--- src/rtl/pll_ctrl_if.sv ---
// Clock-select request channel between a requester and pll_ctrl.
// The requester drives sel_req/sel_valid; the controller answers with sel_ready/sel_err.
interface pll_ctrl_if;
  logic [2:0] sel_req;
  logic       sel_valid;
  logic       sel_ready;
  logic       sel_err;

  modport master (output sel_req, output sel_valid, input sel_ready, input sel_err);
  modport slave  (input sel_req, input sel_valid, output sel_ready, output sel_err);
endinterface

--- src/rtl/pll_ctrl.sv ---
// PLL bring-up sequencer and glitch-safe forwarded-clock select, running on the board clock.
// Handles reset hold, lock wait with bounded retries, lock qualification and lock-loss recovery.
module pll_ctrl #(
  parameter int RST_CYCLES    = 16,
  parameter int LOCK_TIMEOUT  = 65535,
  parameter int MAX_RETRY     = 3,
  parameter int SETTLE_CYCLES = 8,
  parameter int SWITCH_GAP    = 4,
  parameter int NUM_CLK       = 6,
  parameter int SEL_DEFAULT   = 5
) (
  input  logic       clk,
  input  logic       rst,
  input  logic       pll_locked,
  pll_ctrl_if.slave  sel_if,
  output logic       pll_reset,
  output logic [2:0] clk_sel,
  output logic       fwd_en,
  output logic       ready,
  output logic       lock_lost,
  output logic       fail,
  output logic [1:0] retry_cnt
);

  function automatic int max2(input int a, input int b);
    return (a > b) ? a : b;
  endfunction

  localparam int CNT_MAX = max2(max2(LOCK_TIMEOUT, RST_CYCLES), max2(SETTLE_CYCLES, 2 * SWITCH_GAP));
  localparam int CNT_W   = $clog2(CNT_MAX + 1);

  localparam logic [CNT_W-1:0] RST_LAST    = CNT_W'(RST_CYCLES - 1);
  localparam logic [CNT_W-1:0] LOCK_LAST   = CNT_W'(LOCK_TIMEOUT - 1);
  localparam logic [CNT_W-1:0] SETTLE_LAST = CNT_W'(SETTLE_CYCLES - 1);
  localparam logic [CNT_W-1:0] GAP_MID     = CNT_W'(SWITCH_GAP - 1);
  localparam logic [CNT_W-1:0] GAP_LAST    = CNT_W'(2 * SWITCH_GAP - 1);
  localparam logic [1:0]       RETRY_MAX   = 2'(MAX_RETRY);
  localparam logic [3:0]       NUM_CLK_V   = 4'(NUM_CLK);
  localparam logic [2:0]       SEL_RST     = 3'(SEL_DEFAULT);

  localparam logic [2:0] RESET_HOLD = 3'd0;
  localparam logic [2:0] WAIT_LOCK  = 3'd1;
  localparam logic [2:0] SETTLE     = 3'd2;
  localparam logic [2:0] RUN        = 3'd3;
  localparam logic [2:0] SW_GAP     = 3'd4;
  localparam logic [2:0] FAIL_ST    = 3'd5;

  function automatic logic sel_out_of_range(input logic [2:0] s);
    return {1'b0, s} >= NUM_CLK_V;
  endfunction

  logic [2:0]       state;
  logic [CNT_W-1:0] cnt;
  logic             lock_sync_p0;
  logic             locked_s;
  logic [2:0]       pending_sel;
  logic             accept;

  // Stage boundary: pll_locked is asynchronous, two flops before any decision uses it
  always_ff @(posedge clk) begin
    if (rst) begin
      lock_sync_p0 <= 1'b0;
      locked_s     <= 1'b0;
    end else begin
      lock_sync_p0 <= pll_locked;
      locked_s     <= lock_sync_p0;
    end
  end

  assign accept = (state == RUN) && sel_if.sel_valid && sel_if.sel_ready;

  always_ff @(posedge clk) begin
    if (accept) pending_sel <= sel_if.sel_req;
  end

  always_ff @(posedge clk) begin
    if (rst) begin
      state            <= RESET_HOLD;
      cnt              <= '0;
      pll_reset        <= 1'b1;
      clk_sel          <= SEL_RST;
      fwd_en           <= 1'b0;
      ready            <= 1'b0;
      sel_if.sel_ready <= 1'b0;
      sel_if.sel_err   <= 1'b0;
      lock_lost        <= 1'b0;
      fail             <= 1'b0;
      retry_cnt        <= 2'd0;
    end else begin
      sel_if.sel_err <= 1'b0;
      lock_lost      <= 1'b0;
      case (state)
        RESET_HOLD: begin
          if (cnt == RST_LAST) begin
            state     <= WAIT_LOCK;
            cnt       <= '0;
            pll_reset <= 1'b0;
          end else begin
            cnt <= cnt + 1'b1;
          end
        end
        WAIT_LOCK: begin
          if (locked_s) begin
            state <= SETTLE;
            cnt   <= '0;
          end else if (cnt == LOCK_LAST) begin
            cnt       <= '0;
            pll_reset <= 1'b1;
            if (retry_cnt == RETRY_MAX) begin
              state <= FAIL_ST;
              fail  <= 1'b1;
            end else begin
              state     <= RESET_HOLD;
              retry_cnt <= retry_cnt + 2'd1;
            end
          end else begin
            cnt <= cnt + 1'b1;
          end
        end
        SETTLE: begin
          // A dropout restarts the lock wait without consuming a retry
          if (!locked_s) begin
            state <= WAIT_LOCK;
            cnt   <= '0;
          end else if (cnt == SETTLE_LAST) begin
            state            <= RUN;
            cnt              <= '0;
            ready            <= 1'b1;
            fwd_en           <= 1'b1;
            sel_if.sel_ready <= 1'b1;
          end else begin
            cnt <= cnt + 1'b1;
          end
        end
        RUN, SW_GAP: begin
          if (!locked_s) begin
            state            <= RESET_HOLD;
            cnt              <= '0;
            pll_reset        <= 1'b1;
            ready            <= 1'b0;
            fwd_en           <= 1'b0;
            sel_if.sel_ready <= 1'b0;
            lock_lost        <= 1'b1;
            retry_cnt        <= 2'd0;
          end else if (state == RUN) begin
            if (accept) begin
              if (sel_out_of_range(sel_if.sel_req)) begin
                sel_if.sel_err <= 1'b1;
              end else if (sel_if.sel_req != clk_sel) begin
                state            <= SW_GAP;
                cnt              <= '0;
                fwd_en           <= 1'b0;
                sel_if.sel_ready <= 1'b0;
              end
            end
          end else begin
            // Mux changes only in the middle of the quiet window, with the forward gated off
            if (cnt == GAP_MID) clk_sel <= pending_sel;
            if (cnt == GAP_LAST) begin
              state            <= RUN;
              cnt              <= '0;
              fwd_en           <= 1'b1;
              sel_if.sel_ready <= 1'b1;
            end else begin
              cnt <= cnt + 1'b1;
            end
          end
        end
        FAIL_ST: begin
          pll_reset        <= 1'b1;
          fail             <= 1'b1;
          fwd_en           <= 1'b0;
          ready            <= 1'b0;
          sel_if.sel_ready <= 1'b0;
        end
        default: begin
          state     <= RESET_HOLD;
          cnt       <= '0;
          pll_reset <= 1'b1;
        end
      endcase
    end
  end

endmodule
--- src/flat_wrapper.sv ---
// flat-port wrapper written by rule: the top's interface ports become plain ports
module pll_ctrl_flat 
#(
  parameter int RST_CYCLES    = 16,
  parameter int LOCK_TIMEOUT  = 65535,
  parameter int MAX_RETRY     = 3,
  parameter int SETTLE_CYCLES = 8,
  parameter int SWITCH_GAP    = 4,
  parameter int NUM_CLK       = 6,
  parameter int SEL_DEFAULT   = 5
)
  (clk, rst, pll_locked, pll_reset, clk_sel, fwd_en, ready, lock_lost, fail, retry_cnt, sel_if_sel_req, sel_if_sel_valid, sel_if_sel_ready, sel_if_sel_err);
  pll_ctrl_if sel_if_i ();
  input  logic clk;
  input  logic rst;
  input  logic pll_locked;
  output logic pll_reset;
  output logic [2:0] clk_sel;
  output logic fwd_en;
  output logic ready;
  output logic lock_lost;
  output logic fail;
  output logic [1:0] retry_cnt;
  input wire logic [$bits(sel_if_i.sel_req)-1:0] sel_if_sel_req;
  input wire logic [$bits(sel_if_i.sel_valid)-1:0] sel_if_sel_valid;
  output wire logic [$bits(sel_if_i.sel_ready)-1:0] sel_if_sel_ready;
  output wire logic [$bits(sel_if_i.sel_err)-1:0] sel_if_sel_err;
  assign sel_if_i.sel_req = sel_if_sel_req;
  assign sel_if_i.sel_valid = sel_if_sel_valid;
  assign sel_if_sel_ready = sel_if_i.sel_ready;
  assign sel_if_sel_err = sel_if_i.sel_err;
  pll_ctrl #(.RST_CYCLES(RST_CYCLES), .LOCK_TIMEOUT(LOCK_TIMEOUT), .MAX_RETRY(MAX_RETRY), .SETTLE_CYCLES(SETTLE_CYCLES), .SWITCH_GAP(SWITCH_GAP), .NUM_CLK(NUM_CLK), .SEL_DEFAULT(SEL_DEFAULT)) u_core (.clk(clk), .rst(rst), .pll_locked(pll_locked), .sel_if(sel_if_i), .pll_reset(pll_reset), .clk_sel(clk_sel), .fwd_en(fwd_en), .ready(ready), .lock_lost(lock_lost), .fail(fail), .retry_cnt(retry_cnt));
endmodule
--- config.mk ---
export PLATFORM = sky130hd
export DESIGN_NAME = pll_ctrl_flat
export DESIGN_NICKNAME = d
export VERILOG_FILES = /design/src/rtl/pll_ctrl_if.sv /design/src/rtl/pll_ctrl.sv /design/src/flat_wrapper.sv
export SDC_FILE = /design/constraint.sdc
export NUM_CORES = 1
export LEC_CHECK = 0
export CAP_MARGIN = 10
export CORE_ASPECT_RATIO = 0.9
export CORE_MARGIN = 3
export CORE_UTILIZATION = 31
export CTS_BUF_LIST = sky130_fd_sc_hd__clkbuf_16
export DETAILED_ROUTE_END_ITERATION = 8
export SYNTH_ARGS = -nofsm -noshare
export SYNTH_HDL_FRONTEND = slang
export SYNTH_SLANG_ARGS = --single-unit
--- constraint.sdc ---
create_clock -name clk -period 4.6 [get_ports clk]
set_clock_uncertainty 0.2 [all_clocks]
set_input_delay 1.38 -clock clk [delete_from_list [all_inputs] [get_ports clk]]
set_output_delay 1.38 -clock clk [all_outputs]
set_load 0.01 [all_outputs]
======== Word-level counts from Yosys, hierarchy flattened ========
Cells that the tools add are included.
storage, ports and cells
  bits in read-only memories .............. 0
  output and inout port bits .............. 12
  bits in latches ......................... 0
  bits in writable memories ............... 0
  memories kept ........................... 0
  bits in registers ....................... 36
  input bits .............................. 7
operators by class
  div/mod/pow operators ................... 0
  bitwise logic cells ..................... 6
  $add $sub $neg .......................... 2
  $lt $le $gt $ge ......................... 1
  reduce and logical (&&, ||, !) cells .... 17
  muxes and demuxes ....................... 56
  $mul .................................... 0
  shift-type cells ........................ 0
  eq/ne operators ......................... 23
operators by type and width
  kind                                                                     count
  16-bit 2-to-1 mux                                                        10
  16-bit one-hot mux with 5 select lines                                   1
  3-bit 2-to-1 mux                                                         11
  1-bit 2-to-1 mux                                                         23
  16-bit by 1-bit adder with 16-bit output (second input constant)         1
  16-bit equality test (second input constant)                             1
  16-bit by 2-bit equality test with 1-bit output (second input constant)  1
  16-bit by 3-bit equality test with 1-bit output (second input constant)  1
  16-bit by 4-bit equality test with 1-bit output (second input constant)  1
  4-bit AND reduction                                                      4
  3-bit one-hot mux with 5 select lines                                    1
  5-bit AND reduction                                                      3
  4-bit != test (second input constant)                                    3
  2-bit by 1-bit != test with 1-bit output (second input constant)         5
  1-bit one-hot mux with 3 select lines                                    3
  2-bit 2-to-1 mux                                                         4
  3-bit by 2-bit equality test with 1-bit output (second input constant)   2
  3-bit equality test (second input constant)                              2
  2-bit != test (second input constant)                                    3
  1-bit inverter                                                           6
  6-bit AND reduction                                                      1
  5-bit OR reduction                                                       1
  1-bit one-hot mux with 4 select lines                                    1
  2-bit one-hot mux with 2 select lines                                    1
  other kinds (12)                                                         15

======== Logic depth before layout (Yosys ltp) ========
Gate-level depths: netlist of the first run.
  depth in word-level cells ............... 7
  mapped depth ............................ 9
  depth with buffers taken out ............ 8

======== Least setup slack after synthesis of the first run ========
OpenSTA, ideal clock, no wires.
  path kind ............................... input port to flip-flop
  start point ............................. in sel_if_sel_req[1]
  end point ............................... reg u_core.cnt[0]
  data required time ...................... 4285 ps
  buffers on the path ..................... 1
  stages on the path ...................... 7
  slack ................................... 1551 ps
  arrival ................................. 2733 ps
  cell sequence ........................... xor2_1 nor4_4 o31ai_4 a21boi_4 a221o_2 buf_6 nor2_2
between the ends
  cells in the longest elaborated chain, start to end .. 3
ends and longest elaborated chain
  what                                                                RTL line                         RTL
  from (decl)                                                         flat_wrapper.sv:24               input wire logic [$bits(sel_if_i.sel_req)-1:0] sel_if_sel_req;
  3-bit greater-or-equal comparator or 3-bit != test (tied branches)  pll_ctrl.sv:49, pll_ctrl.sv:149
  4-bit != test (no line)                                             --
  4-bit AND reduction (no line) *                                     --
  to (signal assigned)                                                pll_ctrl.sv:99                   cnt <= cnt + 1'b1;
  to (signal assigned)                                                pll_ctrl.sv:117                  cnt <= cnt + 1'b1;
  to (signal assigned)                                                pll_ctrl.sv:132                  cnt <= cnt + 1'b1;
  to (decl)                                                           pll_ctrl.sv:53                   logic [CNT_W-1:0] cnt;
Mark *: on every way between the ends. The rest lies on a longest branch, timed or not.
A chain may end at the register's enable or synchronous reset.

======== Final worst setup path of the first run ========
  start point ............................. in sel_if_sel_req[1]
  end point ............................... reg u_core.cnt[1]
Same word-level chain as after synthesis.

==> results of run 1 <==
==> through the flow <==
| step | setup slack [ps] | utilization [%] | instance area, um2 | total power (uW) |
|---|---|---|---|---|
| after detailed placement | 894 | 36.6 | 2130 | 399 |
| after global placement | 938 | 36.6 | 2130 | 398 |
| after global routing | 1030 | 38.9 | 2270 | 739 |
| after CTS | 1170 | 38.9 | 2270 | 717 |
| final | 1200 | 38.9 | 2270 | 708 |
| after floorplan | 1550 | - | 1920 | 383 |
==> final cells by class <==
class,instances,area (um2)
clock inverter,3,11.3
fill,596,3560
tap,70,87.6
inverter,5,18.8
clock buffer,5,125
timing repair buffer,20,195
multi-input combinational,163,1080
sequential,36,751
==> metal layers <==
metal	vias to the layer above	track usage, %	share of wire (%)
met4	0	5.44	2.0
met1	719	17.5	51
met2	34	17.0	42
met3	7	3.18	5.2
met5	-	0	0
li1	801	-	-
==> worst max-delay path: stages <==
cell and delay [ps]:
clkdlybuf4s50_1 450, xor2_1 200, nor4_4 320, o31ai_4 110, a21boi_4 180, a221o_2 520
a211oi_2 240
==> state kept, by name (all words and copies together), names as in the netlist, 2 cells and up <==
name / cells
u_core.state: 3
u_core.retry_cnt: 2
u_core.cnt: 16
u_core.pending_sel: 3
u_core.clk_sel: 3
==> logic make-up after synthesis <==
kind of cell / count (synthesis)
XOR/XNOR: 18
AO/OA/AOI/OAI: 40
adder cells (fa/ha/maj): 3
flip-flops: 36
buffers and inverters: 17
AND/OR/NAND/NOR: 101
multiplexers: 1
==> final timing paths <==
kind	startpoint	endpoint	slack, ps	depth (start not counted)
min reg2reg	u_core.lock_sync_p0$_SDFF_PP0_	u_core.locked_s$_SDFF_PP0_	230	1
max reg2reg	u_core.cnt[0]$_SDFFE_PP0P_	u_core.cnt[1]$_SDFFE_PP0P_	2020	7
min	u_core.lock_sync_p0$_SDFF_PP0_	u_core.locked_s$_SDFF_PP0_	230	1
max	sel_if_sel_req[1]	u_core.cnt[1]$_SDFFE_PP0P_	1200	7
==> placed cells by master, fill, tap and decap left out, types with 9 or more instances in the layout <==
| cell type | netlist | routed |
|---|---|---|
| nor2b_1 | 9 | 9 |
| nand2_1 | 15 | 15 |
| o21ai_0 | 12 | 12 |
| nand3_1 | 11 | 11 |
| nor2_1 | 22 | 22 |
| nand4_1 | 9 | 9 |
| xor2_1 | 17 | 17 |
| clkdlybuf4s50_1 | 0 | 18 |
| nor2_2 | 10 | 10 |
| dfxtp_1 | 33 | 33 |
==> power by group through the flow <==
stage	clock [uW]	combinational (uW)	sequential [uW]
6_report	316	58.6	334
5_1_grt	339	64.6	335
4_1_cts	325	59.1	333
3_5_place_dp	0	58.8	340
3_3_place_gp	0	57.6	340
2_1_floorplan	0	48.7	334
==> results.yml, run 1 <==
timing:
  tightest_slew_ps: 601
  period_share_pct: 74.0
  fin_setup_tns_ps: 0
  grt_setup_unrepaired: "false"
  layout_min_cycle_time_ps: 3400
  slew_headroom_pct: 59.6
  fmax_mhz: 294
  setup_violations: 0
  final_max_slew_viol_count: 0
  final-hold-violation-count: 0
  hold_ws_ps: 233
yosys:
  synth_most_common_cell: "dfxtp_1"
  synthSimpleGateAreaFrac_pct: 29.6
  avgSynthCellArea_um2: 8.87
  yosys.area.top_type_share_pct: 34.5
  synth-edff-count: 3
  synth_flop_cell: "dfxtp_1"
  synth_top_family_by_area: "simple AND/OR/NAND/NOR gates"
  syn-cell-area_um2: 1920
  synth_compound_area_share_pct: 15.9
  ys.warnings.count: 0
  synth_xor_area_share_pct: 8.22
  syn_nets: 226
  synth_mux_area_share_pct: 0.522
  synth_commonest_cells: "33 x dfxtp_1, 22 x nor2_1, 17 x xor2_1"
  synthCells: 216
  ys_seq_elements: 36
  synth_area_leaders: "dfxtp_1 34%, xor2_1 7.8%, edfxtp_1 4.7%"
  synth_fa_ha_area_share_pct: 1.96
  ys_types: 49
  async_flop_share_pct: 0
  yosysSeqAreaShare_pct: 39.2
  yosysTopAreaCell: "dfxtp_1"
cells_and_area:
  fin_nets: 241
  antenna_cells: 0
  drive_gt1_share_pct: 11.6
  instances_no_fill: 302
  areaGrowthSynthToFinish_pct: 18.2
grt:
  grt.overflow.total: 0
  grt_first_pass_wirelength_mm: 6.80
  grt_antenna_before_repair: 0
  grt_usage_pct: 12.3
  grt_max_degree: 18
  grt_pass1_vias: 1418
power:
  power_frac_comb_pct: 8.3
  internal-power_uw: 543
  p_leak_uw: 0.000765
  seqPwrFrac_pct: 47.1
  p_per_area_nw_per_um2: 312
  clockPowerShare_pct: 44.6
  power.switching_uw: 165
  switching_share_pct: 23.3
  peakVddDrop_mv: 0.137
route:
  viasPerCell: 5.17
  firstDrtPassIters: 4
  first_iter_violations: 96
  wl_mm: 4.03
  drtAntennaViolNets: 0
  drc: 0
  vias: 1561
  wl_per_cell_um: 13.3
cts:
  root_buffer: "clkbuf_16"
  clockBufferDepth: 2
  path_clk_slew_ps: 50
  numCtsBuffers: 5
  cts_sinks: 36
  cts_resized: 0
  cts_max_level: 2
  hold_buffers: 0
  cts_tree: "done"
  cts_setup_buffers: 0
  clkLatencyLatePin_ps: 280
floorplan:
  coreArea_um2: 5820
  die_x_um: 88.9
  num_rows: 26
  die_h_um: 80.6
  start_util_pct: 32.9
  ios: 19
  dieArea_um2: 7160
run_status:
  status: "finished, final reports clean"
worst_setup_path:
  cp.required_ps: 4600
  end_kind: "flop"
  crit_path_start_kind: "input port"
  worstSetupPathType: "in2reg"
  cp_max_fo: 16
  crit_arrival_ps: 3400
job:
  cap_violations: 0
placement:
  dp.cells: 294
  port_buffers: 18
  dp_hpwl_mm: 2.88
  place.gp.congestion: 0.804
hold_path:
  hold_class: "reg2reg"
(Power assumes the default switching activity.)
==> run 2, diff against run 1 <==
Clock period 4.6 ns to 2.8 ns, I/O delays scaled along.
==> run 2 against run 1 <==
Against the previous run: sequential power is 63% higher; sequential share of layout area is 1.7 points lower; worst setup slack worse by 1100 ps; count of clock-buffer cells in the layout stayed put; critical path depth is 1 higher; combinational power is 100% higher; critical endpoint is now u_core.cnt[10]$_SDFFE_PP0P_.
==> results.yml, run 2 (synthesized netlist as in run 1, its figures left out) <==
cts:
  hold_buffers: 0
  clkLatencyLatePin_ps: 280
  cts_max_level: 2
  root_buffer: "clkbuf_16"
  cts_sinks: 36
  numCtsBuffers: 5
  path_clk_slew_ps: 50
  cts_tree: "done"
  clockBufferDepth: 2
cells_and_area:
  finish.utilization_pct: 41.0
  final_common_cell: "dfxtp_1"
  fin_nets: 255
  antenna_cells: 0
  fillers: 564
  final_cell_mix: "33 x dfxtp_1, 22 x nor2_1, 16 x clkdlybuf4s50_1, 16 x buf_4"
  drive_gt1_share_pct: 17.9
  areaGrowthSynthToFinish_pct: 24.6
  largest_reg_flops: 16
  regMostFlops: "u_core.cnt"
floorplan:
  die_h_um: 80.6
  die_x_um: 88.9
  num_rows: 26
  start_util_pct: 32.9
  coreArea_um2: 5820
  dieArea_um2: 7160
  ios: 19
route:
  wl_mm: 4.26
  first_iter_violations: 98
  viasPerCell: 5.04
  wl_per_cell_um: 13.5
  drtAntennaViolNets: 0
  vias: 1593
  firstDrtPassIters: 4
  drc: 0
timing:
  period_share_pct: 96.5
  setup_violations: 0
  grt_setup_unrepaired: "false"
  hold_ws_ps: 237
  layout_min_cycle_time_ps: 2700
  slew_headroom_pct: 58.1
  final_max_slew_viol_count: 0
  worst_slack_ps: 98.0
  final-hold-violation-count: 0
  fmax_mhz: 370
  tightest_slew_ps: 623
power:
  p_per_area_nw_per_um2: 491
  peakVddDrop_mv: 0.197
  power_uw: 1170
  p_leak_uw: 0.000854
worst_setup_path:
  cp.required_ps: 2770
  crit_arrival_ps: 2670
  worstSetupPathType: "in2reg"
  crit_path_start_kind: "input port"
  cp_max_fo: 6
  end_kind: "flop"
grt:
  grt.overflow.total: 0
  grt_usage_pct: 12.8
  grt_pass1_vias: 1495
  grt_first_pass_wirelength_mm: 7.00
  grt_antenna_before_repair: 0
  grt_max_degree: 18
job:
  cap_violations: 0
placement:
  dp_hpwl_mm: 3.11
  port_buffers: 18
  place.gp.congestion: 0.830
  place_ws_ps: -317
hold_path:
  hold_class: "reg2reg"
run_status:
  status: "finished, final reports clean"
## run 2: where the power goes
part           switching (uW)  internal (uW)
clock network             192            321
registers                14.2            530
logic                    60.9           55.6
total                     267            907
## run 2: final timing paths
kind                                                startpoint                           to  slack, ps  cells past startpoint
worst max-delay path                         sel_if_sel_req[2]  u_core.cnt[10]$_SDFFE_PP0P_        100                      8
worst min register to register  u_core.lock_sync_p0$_SDFF_PP0_   u_core.locked_s$_SDFF_PP0_        240                      1
worst max register to register      u_core.cnt[0]$_SDFFE_PP0P_  u_core.cnt[13]$_SDFFE_PP0P_        430                      8
worst min-delay path            u_core.lock_sync_p0$_SDFF_PP0_   u_core.locked_s$_SDFF_PP0_        240                      1
## run 2: layout make-up
class / count / area, um2 / area share [%]
clock buffers: 5 / 125 / 5.24
clock inverters: 3 / 12.5 / 0.524
inverters: 5 / 18.8 / 0.786
multi-input cells: 163 / 1090 / 45.7
flip-flops and latches: 36 / 751 / 31.4
well taps: 70 / 87.6 / 3.67
repair buffers: 34 / 302 / 12.6
## run 2: what timing repair did
action                     in CTS  in global routing
setup buffers                   0                  0
cloned                          0                  0
hold endpoints to repair        0                  0
setup endpoints to repair       9                  5
pin swaps                       2                  2
resized for setup               2                  2
## run 2: layer usage
metal | part of all wire (%) | track usage, % | vias up
met3 | 4.5 | 5.13 | 2
met2 | 43 | 19.0 | 32
met4 | 0.82 | 4.08 | 0
met1 | 52 | 16.9 | 729
met5 | 0 | 0 | -
li1 | - | - | 830
## run 2: per-stage QoR
| step | instance area, um2 | TNS (ps) | instances |
|---|---|---|---|
| floorplan | 1920 | 0 | 216 |
| global placement | 2230 | -3580 | 308 |
| detailed placement | 2230 | -4320 | 308 |
| CTS | 2380 | 0 | 316 |
| global route | 2390 | 0 | 316 |
| finish | 2390 | 0 | 316 |
## run 2: worst max-delay path, cell delays in order
cell	delay [ps]
clkdlybuf4s50_1	530
xor2_1	290
nor4_4	70
o31ai_4	250
a21boi_4	220
a221o_2	260
buf_4	170
nor2_1	40
